--- src/rtl/ms_riscv32_mp_bus_arbiter.sv ---
// Shares one AHB-Lite master between the fetch port and the load/store port.
// Define MS_RISCV32_MP_ARB_RR_EN for round-robin; otherwise data wins, with a fetch starvation limit.
//
// state    | meaning
// ---------+-----------------------------------------
// ST_IDLE  | no outstanding transfer
// ST_DP_IF | fetch transfer in its data phase
// ST_DP_DM | load/store transfer in its data phase
module ms_riscv32_mp_bus_arbiter #(
    parameter int unsigned STARVE_LIMIT = 4
) (
    input  logic        ms_riscv32_mp_clk_in,
    input  logic        ms_riscv32_mp_rst_in,
    input  logic        if_req_in,
    input  logic [31:0] if_addr_in,
    output logic        if_gnt_out,
    output logic [31:0] if_rdata_out,
    output logic        if_rvalid_out,
    output logic        if_err_out,
    input  logic        dm_req_in,
    input  logic        dm_wr_in,
    input  logic [31:0] dm_addr_in,
    input  logic [31:0] dm_wdata_in,
    input  logic [3:0]  dm_mask_in,
    output logic        dm_gnt_out,
    output logic [31:0] dm_rdata_out,
    output logic        dm_rvalid_out,
    output logic        dm_err_out,
    output logic [31:0] haddr_out,
    output logic [1:0]  htrans_out,
    output logic        hwrite_out,
    output logic [2:0]  hsize_out,
    output logic [31:0] hwdata_out,
    output logic [3:0]  hwmask_out,
    input  logic [31:0] hrdata_in,
    input  logic        hready_in,
    input  logic        hresp_in
);

    typedef enum logic [1:0] {
        ST_IDLE  = 2'd0,
        ST_DP_IF = 2'd1,
        ST_DP_DM = 2'd2
    } state_t;

    state_t      state_q, state_d;
    logic        wr_q, wr_d;
    logic        ill_q, ill_d;
    logic [31:0] hwdata_q, hwdata_d;
    logic [3:0]  hwmask_q, hwmask_d;

    logic        rst;
    logic        win;
    logic        if_wins;
    logic        gnt_if;
    logic        gnt_dm;
    logic        issue_dm;
    logic        done;
    logic        dm_done;
    logic        mask_legal;
    logic [2:0]  mask_size;

    assign rst = ms_riscv32_mp_rst_in;

`ifdef MS_RISCV32_MP_ARB_RR_EN
    logic last_dm_q, last_dm_d;

    assign if_wins = if_req_in && (!dm_req_in || last_dm_q);
`else
    localparam logic [3:0] STARVE_LIM = 4'(STARVE_LIMIT);

    logic [3:0] starve_q, starve_d;

    assign if_wins = if_req_in && (!dm_req_in || (starve_q >= STARVE_LIM));
`endif

    // Only word, aligned halfword and single-byte masks map to an AHB size.
    always_comb begin
        mask_legal = 1'b1;
        mask_size  = 3'b000;
        case (dm_mask_in)
            4'b1111:                            mask_size = 3'b010;
            4'b0011, 4'b1100:                   mask_size = 3'b001;
            4'b0001, 4'b0010, 4'b0100, 4'b1000: mask_size = 3'b000;
            default:                            mask_legal = 1'b0;
        endcase
    end

    assign win      = !rst && ((state_q == ST_IDLE) || (hready_in && !hresp_in));
    assign gnt_if   = win && if_wins;
    assign gnt_dm   = win && dm_req_in && !if_wins;
    assign issue_dm = gnt_dm && mask_legal;
    assign done     = !rst && (state_q != ST_IDLE) && hready_in;
    assign dm_done  = done && (state_q == ST_DP_DM);

    always_ff @(posedge ms_riscv32_mp_clk_in) begin
        if (rst) begin
            state_q <= ST_IDLE;
        end else begin
            state_q <= state_d;
        end
    end

    always_comb begin
        state_d = state_q;
        if (gnt_if) begin
            state_d = ST_DP_IF;
        end else if (issue_dm) begin
            state_d = ST_DP_DM;
        end else if (win) begin
            state_d = ST_IDLE;
        end else if ((state_q != ST_IDLE) && hready_in) begin
            // error completion closes the window but still retires the owner
            state_d = ST_IDLE;
        end
    end

    always_comb begin
        if_gnt_out    = gnt_if;
        dm_gnt_out    = gnt_dm;
        htrans_out    = 2'b00;
        haddr_out     = '0;
        hwrite_out    = 1'b0;
        hsize_out     = 3'b000;
        if (gnt_if) begin
            htrans_out = 2'b10;
            haddr_out  = if_addr_in;
            hsize_out  = 3'b010;
        end else if (issue_dm) begin
            htrans_out = 2'b10;
            haddr_out  = dm_addr_in;
            hwrite_out = dm_wr_in;
            hsize_out  = mask_size;
        end
        hwdata_out    = hwdata_q;
        hwmask_out    = hwmask_q;
        if_rvalid_out = done && (state_q == ST_DP_IF);
        if_err_out    = done && (state_q == ST_DP_IF) && hresp_in;
        if_rdata_out  = (done && (state_q == ST_DP_IF)) ? hrdata_in : '0;
        dm_rvalid_out = dm_done || (ill_q && !rst);
        dm_err_out    = (dm_done && hresp_in) || (ill_q && !rst);
        dm_rdata_out  = (dm_done && !wr_q) ? hrdata_in : '0;
    end

    // Store data/mask are reloaded only when the data phase advances.
    always_comb begin
        wr_d     = wr_q;
        hwdata_d = hwdata_q;
        hwmask_d = hwmask_q;
        ill_d    = gnt_dm && !mask_legal;
        if ((state_q == ST_IDLE) || hready_in) begin
            wr_d     = issue_dm && dm_wr_in;
            hwdata_d = (issue_dm && dm_wr_in) ? dm_wdata_in : '0;
            hwmask_d = (issue_dm && dm_wr_in) ? dm_mask_in : '0;
        end
`ifdef MS_RISCV32_MP_ARB_RR_EN
        last_dm_d = last_dm_q;
        if (gnt_if) begin
            last_dm_d = 1'b0;
        end else if (gnt_dm) begin
            last_dm_d = 1'b1;
        end
`else
        starve_d = starve_q;
        if (!if_req_in || gnt_if) begin
            starve_d = '0;
        end else if (gnt_dm && (starve_q != 4'hF)) begin
            starve_d = starve_q + 4'd1;
        end
`endif
    end

    always_ff @(posedge ms_riscv32_mp_clk_in) begin
        if (rst) begin
            wr_q      <= 1'b0;
            ill_q     <= 1'b0;
            hwdata_q  <= '0;
            hwmask_q  <= '0;
`ifdef MS_RISCV32_MP_ARB_RR_EN
            last_dm_q <= 1'b0;
`else
            starve_q  <= '0;
`endif
        end else begin
            wr_q      <= wr_d;
            ill_q     <= ill_d;
            hwdata_q  <= hwdata_d;
            hwmask_q  <= hwmask_d;
`ifdef MS_RISCV32_MP_ARB_RR_EN
            last_dm_q <= last_dm_d;
`else
            starve_q  <= starve_d;
`endif
        end
    end

endmodule
--- config.mk ---
export PLATFORM = sky130hd
export DESIGN_NAME = ms_riscv32_mp_bus_arbiter
export DESIGN_NICKNAME = d
export VERILOG_FILES = /design/src/rtl/ms_riscv32_mp_bus_arbiter.sv
export SDC_FILE = /design/constraint.sdc
export NUM_CORES = 1
export LEC_CHECK = 0
export CORE_AREA = 2 2 109 111
export CTS_CLUSTER_DIAMETER = 60
export DETAILED_ROUTE_END_ITERATION = 16
export DIE_AREA = 0 0 111 113
export HOLD_SLACK_MARGIN = 0.1
export PLACE_DENSITY = 0.71
export SYNTH_ARGS = -nofsm -noshare
export SYNTH_HDL_FRONTEND = slang
export SYNTH_SLANG_ARGS = --single-unit
--- constraint.sdc ---
create_clock -name ms_riscv32_mp_clk_in -period 3.6 [get_ports ms_riscv32_mp_clk_in]
set_clock_uncertainty 0.15 [all_clocks]
set_input_delay 0.36 -clock ms_riscv32_mp_clk_in [delete_from_list [all_inputs] [get_ports ms_riscv32_mp_clk_in]]
set_output_delay 0.36 -clock ms_riscv32_mp_clk_in [all_outputs]
set_load 0.1 [all_outputs]
# Word level (Yosys, flattened, before mapping)
# Cells that the tools add are included.
[totals]
register_bits = 44
output_inout_bits = 144
word_cells = 77
inputBits = 139
[op_classes]
n_lt_le_gt_ge = 1
n_reduce_logical = 40
n_eq_ne = 10
add_sub_neg = 1
mux = 18
[ops]
columns = ["op", "count"]
rows = [
  ["$mux W32", 5],
  ["$logic_and A1 B1 Y1", 19],
  ["$eq A4 B4 Y1 const B", 3],
  ["$mux W2", 5],
  ["$eq A4 B2 Y1 const B", 2],
  ["$logic_not A1 Y1", 7],
  ["$reduce_or A7 Y1", 1],
  ["$logic_or A1 B1 Y1", 6],
  ["$mux W3", 2],
  ["$reduce_or A2 Y1", 3],
  ["$add A4 B1 Y4 const B", 1],
  ["$eq A4 B1 Y1 const B", 1],
  ["$eq A4 B3 Y1 const B", 1],
  ["$ge A4 B3 Y1 const B", 1],
  ["$mux W1", 4],
  ["$mux W4", 1],
  ["$ne A4 B4 Y1 const B", 1],
  ["$pmux W2 S2", 1],
  ["$reduce_bool A4 Y1", 1],
  ["$reduce_bool A3 Y1", 1],
  ["$eq A2 B1 Y1 const B", 1],
  ["$eq A2 B2 Y1 const B", 1],
  ["$logic_not A2 Y1", 1],
  ["$reduce_bool A2 Y1", 1],
]

# Logic depth before layout (Yosys ltp)
# Gate-level depths: netlist (run 1).
[depth]
ltp_word = 9
depth_mapped = 8
depth_no_buf = 5

# Worst setup path after synthesis (run 1)
# OpenSTA, ideal clock, no wires.
[synth_timing]
path_kind = "register to output"
startpoint = "reg starve_q[2]"
endpoint = "out hsize_out[1]"
required_ns = 3.090
slack_ns = 0.138
arrival_time_ns = 2.952
stages_incl_launch_ff = 6
path_buffers = 0
path_cell_list = "dfxtp_1 > o21ai_0 > o2111ai_4 > inv_2 > o21ai_0 > o21bai_1"
[synth_via]
elab_chain_len = 8
word_cells_on_any_way = 9
cone_classes = "order compare (1); mux (2); reduce/logical (6)"
[synth_lines]
columns = ["element", "line", "text"]
rows = [
  ["from (decl)", "72", "logic [3:0] starve_q, starve_d;"],
  ["from (signal assigned)", "192", "starve_q <= starve_d;"],
  ["$ge A4 B3 Y1", "74", "assign if_wins = if_req_in && (!dm_req_in || (starve_q >= STARVE_LIM));"],
  ["$logic_or A1 B1 Y1", "74", ""],
  ["$logic_and A1 B1 Y1", "74", ""],
  ["$logic_not A1 Y1", "91", "assign gnt_dm = win && dm_req_in && !if_wins;"],
  ["$logic_and A1 B1 Y1", "91", ""],
  ["via dm_gnt_out", "25", "output logic dm_gnt_out,"],
  ["$logic_and A1 B1 Y1", "92", "assign issue_dm = gnt_dm && mask_legal;"],
  ["$mux W3", "129", "end else if (issue_dm) begin"],
  ["$mux W3", "125", "if (gnt_if) begin"],
  ["to (decl)", "32", "output logic [2:0] hsize_out,"],
]
# The timed path passes the listed nets, and every way through them passes these cells.

# Final worst setup path (run 1)
[layout_timing]
startpoint = "in hready_in"
endpoint = "out haddr_out[18]"
[layout_via]
elab_chain_len = 8
word_cells_on_any_way = 9
cone_classes = "mux (2); reduce/logical (7)"
[layout_lines]
columns = ["element", "line", "text"]
rows = [
  ["from (decl)", "36", "input logic hready_in,"],
  ["$logic_and A1 B1 Y1 (*)", "89", "assign win = !rst && ((state_q == ST_IDLE) || (hready_in && !hresp_in));"],
  ["$logic_or A1 B1 Y1 (*)", "89", ""],
  ["$logic_and A1 B1 Y1 (*)", "89", ""],
  ["$logic_and A1 B1 Y1 (2 in series)", "91", ""],
  ["$logic_and A1 B1 Y1", "92", ""],
  ["$mux W32", "129", ""],
  ["$mux W32 (*)", "125", ""],
  ["to (decl)", "29", "output logic [31:0] haddr_out,"],
]
# Every way passes the cells marked *; elsewhere a longest branch is shown, timed or not.

==> Flow_metrics.wiki, run 1 <==
{| class="wikitable"
! Metric !! Value
|-
| Number of distinct library cell variants in the gate-level netlist after synthesis || 37
|-
| Fraction of layout instances using a drive strength above 1 || 0.248
|-
| Routed WL per cell || 18.4 um
|-
| Starting Density || 0.212
|-
| Via density per instance || approximately 4.6
|-
| Worst reg2reg setup slack || between 1500 and 2000 ps
|-
| Crit path capture type || output port
|-
| Global-route met2 utilization || 0.325
|-
| Total power draw || between 1.5 and 2 mW
|-
| Worst supply voltage drop on vdd || ~0.20 mV
|-
| Warning count from the yosys run || 0
|-
| Length in cells of the worst reg-to-reg path || 6
|-
| Part of the Yosys area used for sequential elements || 0.368
|-
| Die X || between 100 and 150 um
|-
| Worst hold stages || 1
|-
| Syn Std Cell Area || roughly 2400 um2
|-
| Endpoint of the worst hold-timing path || hwdata_out[28]$_SDFFE_PP0P_
|-
| Worst endpoint required time || 3090 ps
|-
| Worst-path clk slew || approximately 60 ps
|-
| Setup repair after global routing missed its margin || false
|-
| Pin count of the biggest net entering global routing || 35
|-
| Met1 capacity usage during global routing || 0.231
|-
| Worst hold slack after final layout || 323 ps
|-
| Clock tree from TritonCTS || done
|-
| Reg2Reg Launch Point || state_q[0]$_SDFFE_PP0P_
|-
| Reported leakage power || between 2 and 3 nW
|-
| Max Clock Freq || approximately 330 MHz
|-
| Gate Count Post-Synth || around 250
|-
| Cell accounting for the most synthesized area || sky130_fd_sc_hd__dfxtp_1
|-
| Syn-to-layout area delta || 170%
|-
| Worst-path maximum fanout || 32
|-
| Final Max Slew Viols || 0
|-
| Resized cells post-CTS || 0
|-
| Clock latency on the worst-skew pair || 270 ps
|-
| Pin slew with the least headroom to its limit || about 1000 ps
|-
| # DRC || 0
|-
| Area used by sequential logic in the layout || between 800 and 900 um2
|-
| Status || finished, final reports clean
|-
| Dominant register cell in the synthesized netlist || sky130_fd_sc_hd__dfxtp_1
|-
| First element of the critical path || hready_in
|-
| Final setup viols || 0
|-
| Area of the die || approximately 13,000 um2
|-
| Die Y-Extent || 113 um
|-
| Placed cells || around 660
|-
| Post-Route Utilization || 0.574
|-
| Post-DP Area || around 6300 um2
|-
| Number of rows created at floorplan || 39
|-
| Clock tree sinks || 44
|-
| Number of antenna violations at the first check in global routing || 0
|-
| Final instance area || between 6000 and 7000 um2
|-
| Areal power density over the cells || ~250 nW/um2
|-
| Layer with the highest usage || met2
|-
| Post-synthesis average cell area || approximately 9.5 um2
|-
| Final critical-path share of the clock period || 0.830
|-
| Via count || 3,060
|-
| Yosys reg bits || between 40 and 50
|-
| Aggregate routed wire length || 12.3 mm
|-
| Remaining number of nets flagged by the antenna check after routing || 0
|-
| Max Cap Violations || 0
|-
| Pre-CTS WS || about 610 ps
|-
| Combined area of the multi-input logic cells || between 1000 and 1500 um2
|-
| Count of port buffers added during placement || 280
|-
| Number of antenna repair diodes || 0
|-
| Most common library cell in the layout ignoring fill and taps || sky130_fd_sc_hd__clkdlybuf4s50_1
|-
| Commonest cells after routing, fill and taps aside || 174 x sky130_fd_sc_hd__clkdlybuf4s50_1, 104 x sky130_fd_sc_hd__buf_12, 68 x sky130_fd_sc_hd__a22o_1
|-
| Total routing usage reported by global routing || 0.184
|-
| Share of synthesized registers carrying an async set or reset || 0
|-
| Total congestion overflow after global routing || 0
|-
| EDFF count, synth || 0
|-
| Count of boundary I/O pins || 283
|-
| Hold Crit Start || hwdata_out[28]$_SDFFE_PP0P_
|-
| Path category of the worst min-delay check || reg -> reg
|-
| Detail Placement HPWL || 10.2 mm
|-
| Root Buffer Master || sky130_fd_sc_hd__clkbuf_16
|-
| Headroom to the max-slew limit || 0.330
|-
| Top-area cell type share of the netlist area || 0.368
|-
| Setup slack of the critical path after layout || 610 ps
|-
| Arr. time, crit path || about 2500 ps
|-
| Final #Nets || roughly 660
|-
| Initial DRC Count || about 150
|-
| Number of post-CTS setup repair buffers || 0
|-
| Number of iterations in the first detailed-routing pass || 4
|-
| Layout filler cell count || ~950
|-
| Buffers from clock root to sink, at most || 2
|-
| H-tree level count || 2
|-
| M3 GR Usage || 0.0434
|-
| Critical path class || in -> out
|-
| Startpoint kind of the worst setup timing path || input pin
|-
| Final cell count without fillers || ~670
|-
| Hold buffers post-CTS || 0
|-
| Critical R2R Capture || hwdata_out[5]$_SDFFE_PP0P_
|-
| Final Hold Violating Endpoints || 0
|-
| Area of the placeable core || between 10,000 and 15,000 um2
|-
| Last weighted congestion value of the routability-driven placer || approximately 0.87
|-
| Clock buffers created by TritonCTS || 5
|-
| Dominant cells by area after synthesis || sky130_fd_sc_hd__dfxtp_1 37%, sky130_fd_sc_hd__a22o_1 25%, sky130_fd_sc_hd__and2_1 17%
|-
| Number of global-route vias before repair || 3,153
|-
| Setup_tns || 0 ps
|-
| Final critical path time including I/O delays and setup || around 3000 ps
|-
| First-pass GRT wire length || 18.4 mm
|}
==> sequential cells by signal (all words and copies together), names as in the netlist <==
register    flops
starve_q        4
hwmask_out      4
ill_q           1
state_q         2
wr_q            1
hwdata_out     32
==> cells in the mapped netlist, types with 2 or more instances <==
| cell | n |
|---|---|
| sky130_fd_sc_hd__nor2_1 | 6 |
| sky130_fd_sc_hd__a31oi_1 | 2 |
| sky130_fd_sc_hd__and2_1 | 66 |
| sky130_fd_sc_hd__dfxtp_1 | 44 |
| sky130_fd_sc_hd__buf_6 | 6 |
| sky130_fd_sc_hd__a21oi_1 | 5 |
| sky130_fd_sc_hd__clkbuf_1 | 10 |
| sky130_fd_sc_hd__inv_2 | 2 |
| sky130_fd_sc_hd__o21ai_0 | 4 |
| sky130_fd_sc_hd__nand2_1 | 2 |
| sky130_fd_sc_hd__buf_4 | 6 |
| sky130_fd_sc_hd__a22o_1 | 68 |
| sky130_fd_sc_hd__nor3_1 | 4 |
| sky130_fd_sc_hd__nand2b_1 | 2 |
| sky130_fd_sc_hd__o21a_1 | 3 |
==> worst max-delay path by stage <==
stage	cells after the start	endpoint
after floorplan	5	hsize_out[1]
after global placement	8	haddr_out[7]
after detailed placement	8	haddr_out[7]
after CTS	8	haddr_out[7]
after global routing	8	haddr_out[7]
final	8	haddr_out[18]
==> power breakdown <==
| group | internal (mW) | leakage [nW] | switching, mW |
|---|---|---|---|
| clock | 0.255 | 0.0736 | 0.183 |
| sequential | 0.496 | 0.356 | 0.00686 |
| combinational | 0.287 | 2.12 | 0.394 |
==> routing by layer <==
| metal | vias up | routed length (um) |
|---|---|---|
| met2 | 154 | 6160 |
| met3 | 10 | 900 |
| met1 | 1434 | 5020 |
| li1 | 1462 | - |
| met4 | 0 | 175 |
| met5 | - | 0 |
==> area by class of cell <==
class | instances | share of cell area
Tap cell | 143 | 0.0277
Inverter | 3 | 0.00174
Sequential cell | 44 | 0.136
Multi-Input combinational cell | 183 | 0.211
Clock buffer | 5 | 0.0193
Timing Repair Buffer | 286 | 0.601
Clock inverter | 3 | 0.00290
==> critical path: stages <==
cell                              delay (ps)
sky130_fd_sc_hd__clkdlybuf4s50_1         620
sky130_fd_sc_hd__nor2b_2                 270
sky130_fd_sc_hd__o2111ai_4               160
sky130_fd_sc_hd__inv_2                   160
sky130_fd_sc_hd__o21a_1                  140
sky130_fd_sc_hd__buf_4                   310
sky130_fd_sc_hd__a22o_1                  250
sky130_fd_sc_hd__buf_12                  190
==> kinds of logic after synthesis <==
group,after synthesis,share of synthesized area
other,1,0.00157
AND/OR/NAND/NOR,91,0.237
AO/OA/AOI/OAI,89,0.318
buffers and inverters,26,0.0696
adder cells (fa/ha/maj),1,0.00523
flip-flops,44,0.368
No activity file was read; power rests on OpenSTA's default activity.
==> run 2: changes to the inputs <==
Settings changed: PLACE_DENSITY 0.71 to 0.74.
Clock period 3.6 ns to 2.73 ns, I/O delays scaled along.
==> run 2 against run 1 <==
Net effect:
- sequential power is 32% higher
- total power increased by 34%
- via count up 0.56%
- combinational power is 34% higher
- register-to-register slack worse by 850 ps
- final cell count increased by 0.90%
==> Flow_metrics.wiki, run 2 (synthesized netlist as in run 1, its figures left out) <==
{| class="wikitable"
! Metric !! Value
|-
| Status || finished, final reports clean
|-
| Via count || 3,077
|-
| Worst-path clk slew || ~60 ps
|-
| Worst supply voltage drop on vdd || 0.263 mV
|-
| Resized cells post-CTS || 0
|-
| Count of boundary I/O pins || approximately 280
|-
| Final Hold Violating Endpoints || 0
|-
| Max Clock Freq || between 300 and 400 MHz
|-
| Die Y-Extent || ~110 um
|-
| Area of the placeable core || approximately 11,000 um2
|-
| Clock tree sinks || 44
|-
| Die X || 111 um
|-
| Commonest cells after routing, fill and taps aside || 138 x sky130_fd_sc_hd__clkdlybuf4s50_1, 108 x sky130_fd_sc_hd__buf_12, 57 x sky130_fd_sc_hd__and2_1
|-
| Areal power density over the cells || ~330 nW/um2
|-
| Worst-path maximum fanout || 33
|-
| Most common library cell in the layout ignoring fill and taps || sky130_fd_sc_hd__clkdlybuf4s50_1
|-
| Number of antenna repair diodes || 0
|-
| Post-DP Area || roughly 6400 um2
|-
| Startpoint kind of the worst setup timing path || input pin
|-
| Pre-CTS WS || 155 ps
|-
| Number of post-CTS setup repair buffers || 0
|-
| Area of the die || approximately 13,000 um2
|-
| Final Max Slew Viols || 0
|-
| Syn-to-layout area delta || 173%
|-
| Clock tree from TritonCTS || done
|-
| Path category of the worst min-delay check || reg -> reg
|-
| Crit path capture type || output port
|-
| Final instance area || around 6500 um2
|-
| Final critical-path share of the clock period || 0.947
|-
| Final cell count without fillers || about 670
|-
| Buffers from clock root to sink, at most || 2
|-
| Highest cell delay on the worst timing path || roughly 500 ps
|-
| Final #Nets || approximately 670
|-
| Count of port buffers added during placement || between 200 and 300
|-
| CP Cell Sequence || clkdlybuf4s50_1 > or3b_1 > o211a_1 > and2_1 > buf_12 > a22o_2 > buf_12
|-
| Total routing usage reported by global routing || 0.180
|-
| Number of iterations in the first detailed-routing pass || 4
|-
| H-tree level count || 2
|-
| Setup slack of the critical path after layout || roughly 150 ps
|-
| Dominant delay contributor by cell family on the critical path || buffers and inverters
|-
| Clock buffers created by TritonCTS || 5
|-
| Placed cells || approximately 670
|-
| Final setup viols || 0
|-
| Initial DRC Count || roughly 190
|-
| Reported leakage power || roughly 2.7 nW
|-
| Number of rows created at floorplan || 39
|-
| Starting Density || 0.212
|-
| Via density per instance || between 4 and 5
|-
| Remaining number of nets flagged by the antenna check after routing || 0
|-
| Final critical path time including I/O delays and setup || 2580 ps
|-
| Worst endpoint required time || 2310 ps
|-
| Aggregate routed wire length || 12.0 mm
|-
| Pin count of the biggest net entering global routing || 37
|-
| Number of antenna violations at the first check in global routing || 0
|-
| First-pass GRT wire length || ~18 mm
|-
| Crit-path most repeated cell || sky130_fd_sc_hd__buf_12
|-
| Buffers & Inverters on Critical Path || 3
|-
| # DRC || 0
|-
| Critical path class || in -> out
|-
| Root Buffer Master || sky130_fd_sc_hd__clkbuf_16
|-
| Clock latency on the worst-skew pair || between 200 and 300 ps
|-
| Largest register FFs || 32
|-
| Arr. time, crit path || roughly 2200 ps
|-
| Hold buffers post-CTS || 0
|-
| Routed WL per cell || between 15 and 20 um
|-
| Setup_tns || 0 ps
|-
| Detail Placement HPWL || between 10 and 15 mm
|-
| Number of global-route vias before repair || 3,012
|-
| Worst path slowest cell || sky130_fd_sc_hd__clkdlybuf4s50_1
|-
| Total congestion overflow after global routing || 0
|-
| Last weighted congestion value of the routability-driven placer || 0.862
|-
| Setup repair after global routing missed its margin || false
|-
| Fraction of layout instances using a drive strength above 1 || 0.402
|-
| Max Cap Violations || 0
|}
[run 2: changes by cell type in the layout (fill, tap and decap cells not counted), sizes merged]
cell	before	now
buf	112	154
clkinv	3	0
clkbuf	5	7
clkdlybuf4s50	174	138
clkinvlp	0	1
[run 2: final timing paths]
| path | from | end | slack (ps) | cells after the start |
|---|---|---|---|---|
| worst max register to register | state_q[0]$_SDFFE_PP0P_ | hwdata_out[19]$_SDFFE_PP0P_ | 710 | 6 |
| worst min register to register | hwdata_out[21]$_SDFFE_PP0P_ | hwdata_out[21]$_SDFFE_PP0P_ | 320 | 1 |
| worst max-delay path | dm_req_in | haddr_out[25] | 150 | 7 |
| worst min-delay path | hwdata_out[21]$_SDFFE_PP0P_ | hwdata_out[21]$_SDFFE_PP0P_ | 320 | 1 |
[run 2: final cells by class]
class                   count  area [um2]
multi-input cells         183        1430
fillers                   933        4730
flip-flops and latches     44         881
well taps                 143         179
inverters                   3        11.3
clock inverters             1        7.51
repair buffers            292        3890
clock buffers               7         143
[run 2: stage by stage]
stage	utilization	hold slack, ps	power [mW]
final	0.580	323	2.17
after global routing	0.580	339	2.24
after CTS	0.580	328	2.19
after detailed placement	0.567	306	1.59
after global placement	0.567	308	1.58
after floorplan	-	256	1.15
[run 2: report_power, final]
group | leakage [nW] | internal (mW) | switching [mW] | total (mW)
registers | 0.356 | 0.655 | 0.00948 | 0.664
clock network | 0.0701 | 0.364 | 0.230 | 0.594
logic | 2.26 | 0.394 | 0.521 | 0.915
[run 2: metal layers]
layer  global-route usage  vias to the layer above  share of wire
met5                    0                        -              0
met4               0.0267                        0         0.0096
met3               0.0337                        8          0.064
met2                0.313                      152           0.50
met1                0.239                     1438           0.43
li1                     -                     1479              -
==> run 3: changes to the inputs <==
Settings changed: CORE_AREA 2 2 109 111 to 2 2 110 112, CTS_BUF_LIST set to sky130_fd_sc_hd__clkbuf_4, DIE_AREA 0 0 111 113 to 0 0 112 114, PLACE_DENSITY 0.74 to 0.73.
==> run 3 against run 2 <==
Net effect:
- total power down 9.0%
- first-iteration DRC count down 21%
- clock power down 33%
- sequential cell count unchanged
- non-clock buffer count down 2
- critical path type unchanged
- highest routed layer unchanged
==> Flow_metrics.wiki, run 3 (synthesized netlist as in run 1, its figures left out) <==
{| class="wikitable"
! Metric !! Value
|-
| Aggregate routed wire length || between 10 and 15 mm
|-
| # DRC || 0
|-
| Number of global-route vias before repair || 2,993
|-
| Final cell count without fillers || 675
|-
| Path category of the worst min-delay check || reg -> reg
|-
| H-tree level count || 2
|-
| Worst supply voltage drop on vdd || around 0.26 mV
|-
| Number of rows created at floorplan || 40
|-
| Worst path slowest cell || sky130_fd_sc_hd__clkdlybuf4s50_1
|-
| Final Max Slew Viols || 0
|-
| Critical path class || in -> out
|-
| Die Y-Extent || 114 um
|-
| Placed cells || ~670
|-
| Pin count of the biggest net entering global routing || 37
|-
| Remaining number of nets flagged by the antenna check after routing || 0
|-
| Final critical-path share of the clock period || 0.950
|-
| Final critical path time including I/O delays and setup || 2590 ps
|-
| Via density per instance || between 4 and 5
|-
| Status || finished, final reports clean
|-
| Initial DRC Count || about 150
|-
| Count of boundary I/O pins || about 280
|-
| Starting Density || 0.204
|-
| First-pass GRT wire length || around 17 mm
|-
| CP Cell Sequence || clkdlybuf4s50_1 > or3b_1 > o211a_1 > and2_1 > buf_12 > a22o_2 > buf_12
|-
| Pre-CTS WS || around 87 ps
|-
| Fraction of layout instances using a drive strength above 1 || 0.403
|-
| Worst-path clk slew || between 100 and 150 ps
|-
| Layer with the highest usage || met2
|-
| Crit path capture type || output port
|-
| Count of port buffers added during placement || between 200 and 300
|-
| M3 GR Usage || 0.0303
|-
| Largest register FFs || 32
|-
| Areal power density over the cells || between 300 and 400 nW/um2
|-
| Last weighted congestion value of the routability-driven placer || ~0.81
|-
| Setup_tns || 0 ps
|-
| Max Clock Freq || 386 MHz
|-
| Worst-path maximum fanout || 35
|-
| Clock tree sinks || 44
|-
| Total routing usage reported by global routing || 0.170
|-
| Total congestion overflow after global routing || 0
|-
| Worst endpoint required time || ~2300 ps
|-
| Total power draw || 1.98 mW
|-
| Met1 capacity usage during global routing || 0.226
|-
| Area of the die || roughly 13,000 um2
|-
| Number of iterations in the first detailed-routing pass || 4
|-
| Syn-to-layout area delta || 170%
|-
| Hold buffers post-CTS || 0
|-
| Reported leakage power || about 2.7 nW
|-
| Crit-path most repeated cell || sky130_fd_sc_hd__buf_12
|-
| Final setup viols || 0
|-
| Die X || between 100 and 150 um
|-
| Number of antenna violations at the first check in global routing || 0
|-
| Post-Route Utilization || 0.552
|-
| Via count || roughly 3.1k
|-
| Most common library cell in the layout ignoring fill and taps || sky130_fd_sc_hd__clkdlybuf4s50_1
|-
| Number of post-CTS setup repair buffers || 0
|-
| Global-route met2 utilization || 0.295
|-
| Setup slack of the critical path after layout || 137 ps
|-
| Clock buffers created by TritonCTS || 5
|-
| Clock tree from TritonCTS || done
|-
| Number of antenna repair diodes || 0
|-
| Routed WL per cell || 17.5 um
|-
| Setup repair after global routing missed its margin || false
|-
| Clock latency on the worst-skew pair || about 330 ps
|-
| Final Hold Violating Endpoints || 0
|-
| Commonest cells after routing, fill and taps aside || 138 x sky130_fd_sc_hd__clkdlybuf4s50_1, 108 x sky130_fd_sc_hd__buf_12, 57 x sky130_fd_sc_hd__and2_1
|-
| Area of the placeable core || about 12,000 um2
|-
| Max Cap Violations || 0
|-
| Detail Placement HPWL || 9.95 mm
|-
| Arr. time, crit path || about 2200 ps
|-
| Final #Nets || approximately 670
|-
| Root Buffer Master || sky130_fd_sc_hd__clkbuf_4
|-
| Highest cell delay on the worst timing path || 520 ps
|-
| Startpoint kind of the worst setup timing path || input pin
|-
| Buffers from clock root to sink, at most || 2
|}
[run 3: path summary, 6_finish.rpt]
kind	start	to	slack, ps	cells past startpoint
hold / removal	hwdata_out[3]$_SDFFE_PP0P_	hwdata_out[3]$_SDFFE_PP0P_	340	1
setup reg to reg	starve_q[2]$_SDFFE_PP0P_	hwmask_out[2]$_SDFFE_PP0P_	760	6
hold reg to reg	hwdata_out[3]$_SDFFE_PP0P_	hwdata_out[3]$_SDFFE_PP0P_	340	1
setup / recovery	dm_req_in	haddr_out[25]	140	7
[run 3: power breakdown]
group	total, mW	internal [mW]	switching [mW]
combinational	0.914	0.393	0.521
sequential	0.664	0.654	0.0100
clock	0.400	0.202	0.198
[run 3: final cells by class]
class                           instances  area, um2
Timing Repair Buffer                  290       3870
Inverter                                3       11.3
Clock inverter                          2       35.0
Sequential cell                        44        881
Clock buffer                            6       45.0
Multi-Input combinational cell        183       1440
Fill cell                             974       5240
Tap cell                              147        184
[run 3: layer usage]
layer / share of wire / vias to the layer above
met5: 0 / -
li1: - / 1471
met2: 0.51 / 155
met4: 0.0064 / 0
met1: 0.42 / 1450
met3: 0.062 / 4
[run 3: worst max-delay path, delay by kind of cell]
family / cells / cell delay [ps]
buffers and inverters: 3 / 870
AND/OR/NAND/NOR: 2 / 570
AO/OA/AOI/OAI: 2 / 450
[run 3: stage by stage]
step                      area, um2  hold slack [ps]
after global placement         6380              308
final                          6470              340
after CTS                      6460              346
after global routing           6470              344
after detailed placement       6380              306
after floorplan                2460              256
[run 3: repair_timing]
item                                    in CTS  in global routing
endpoints found under the hold margin        0                  0
endpoints found under the setup margin       0                 32
resized for setup                            0                  2
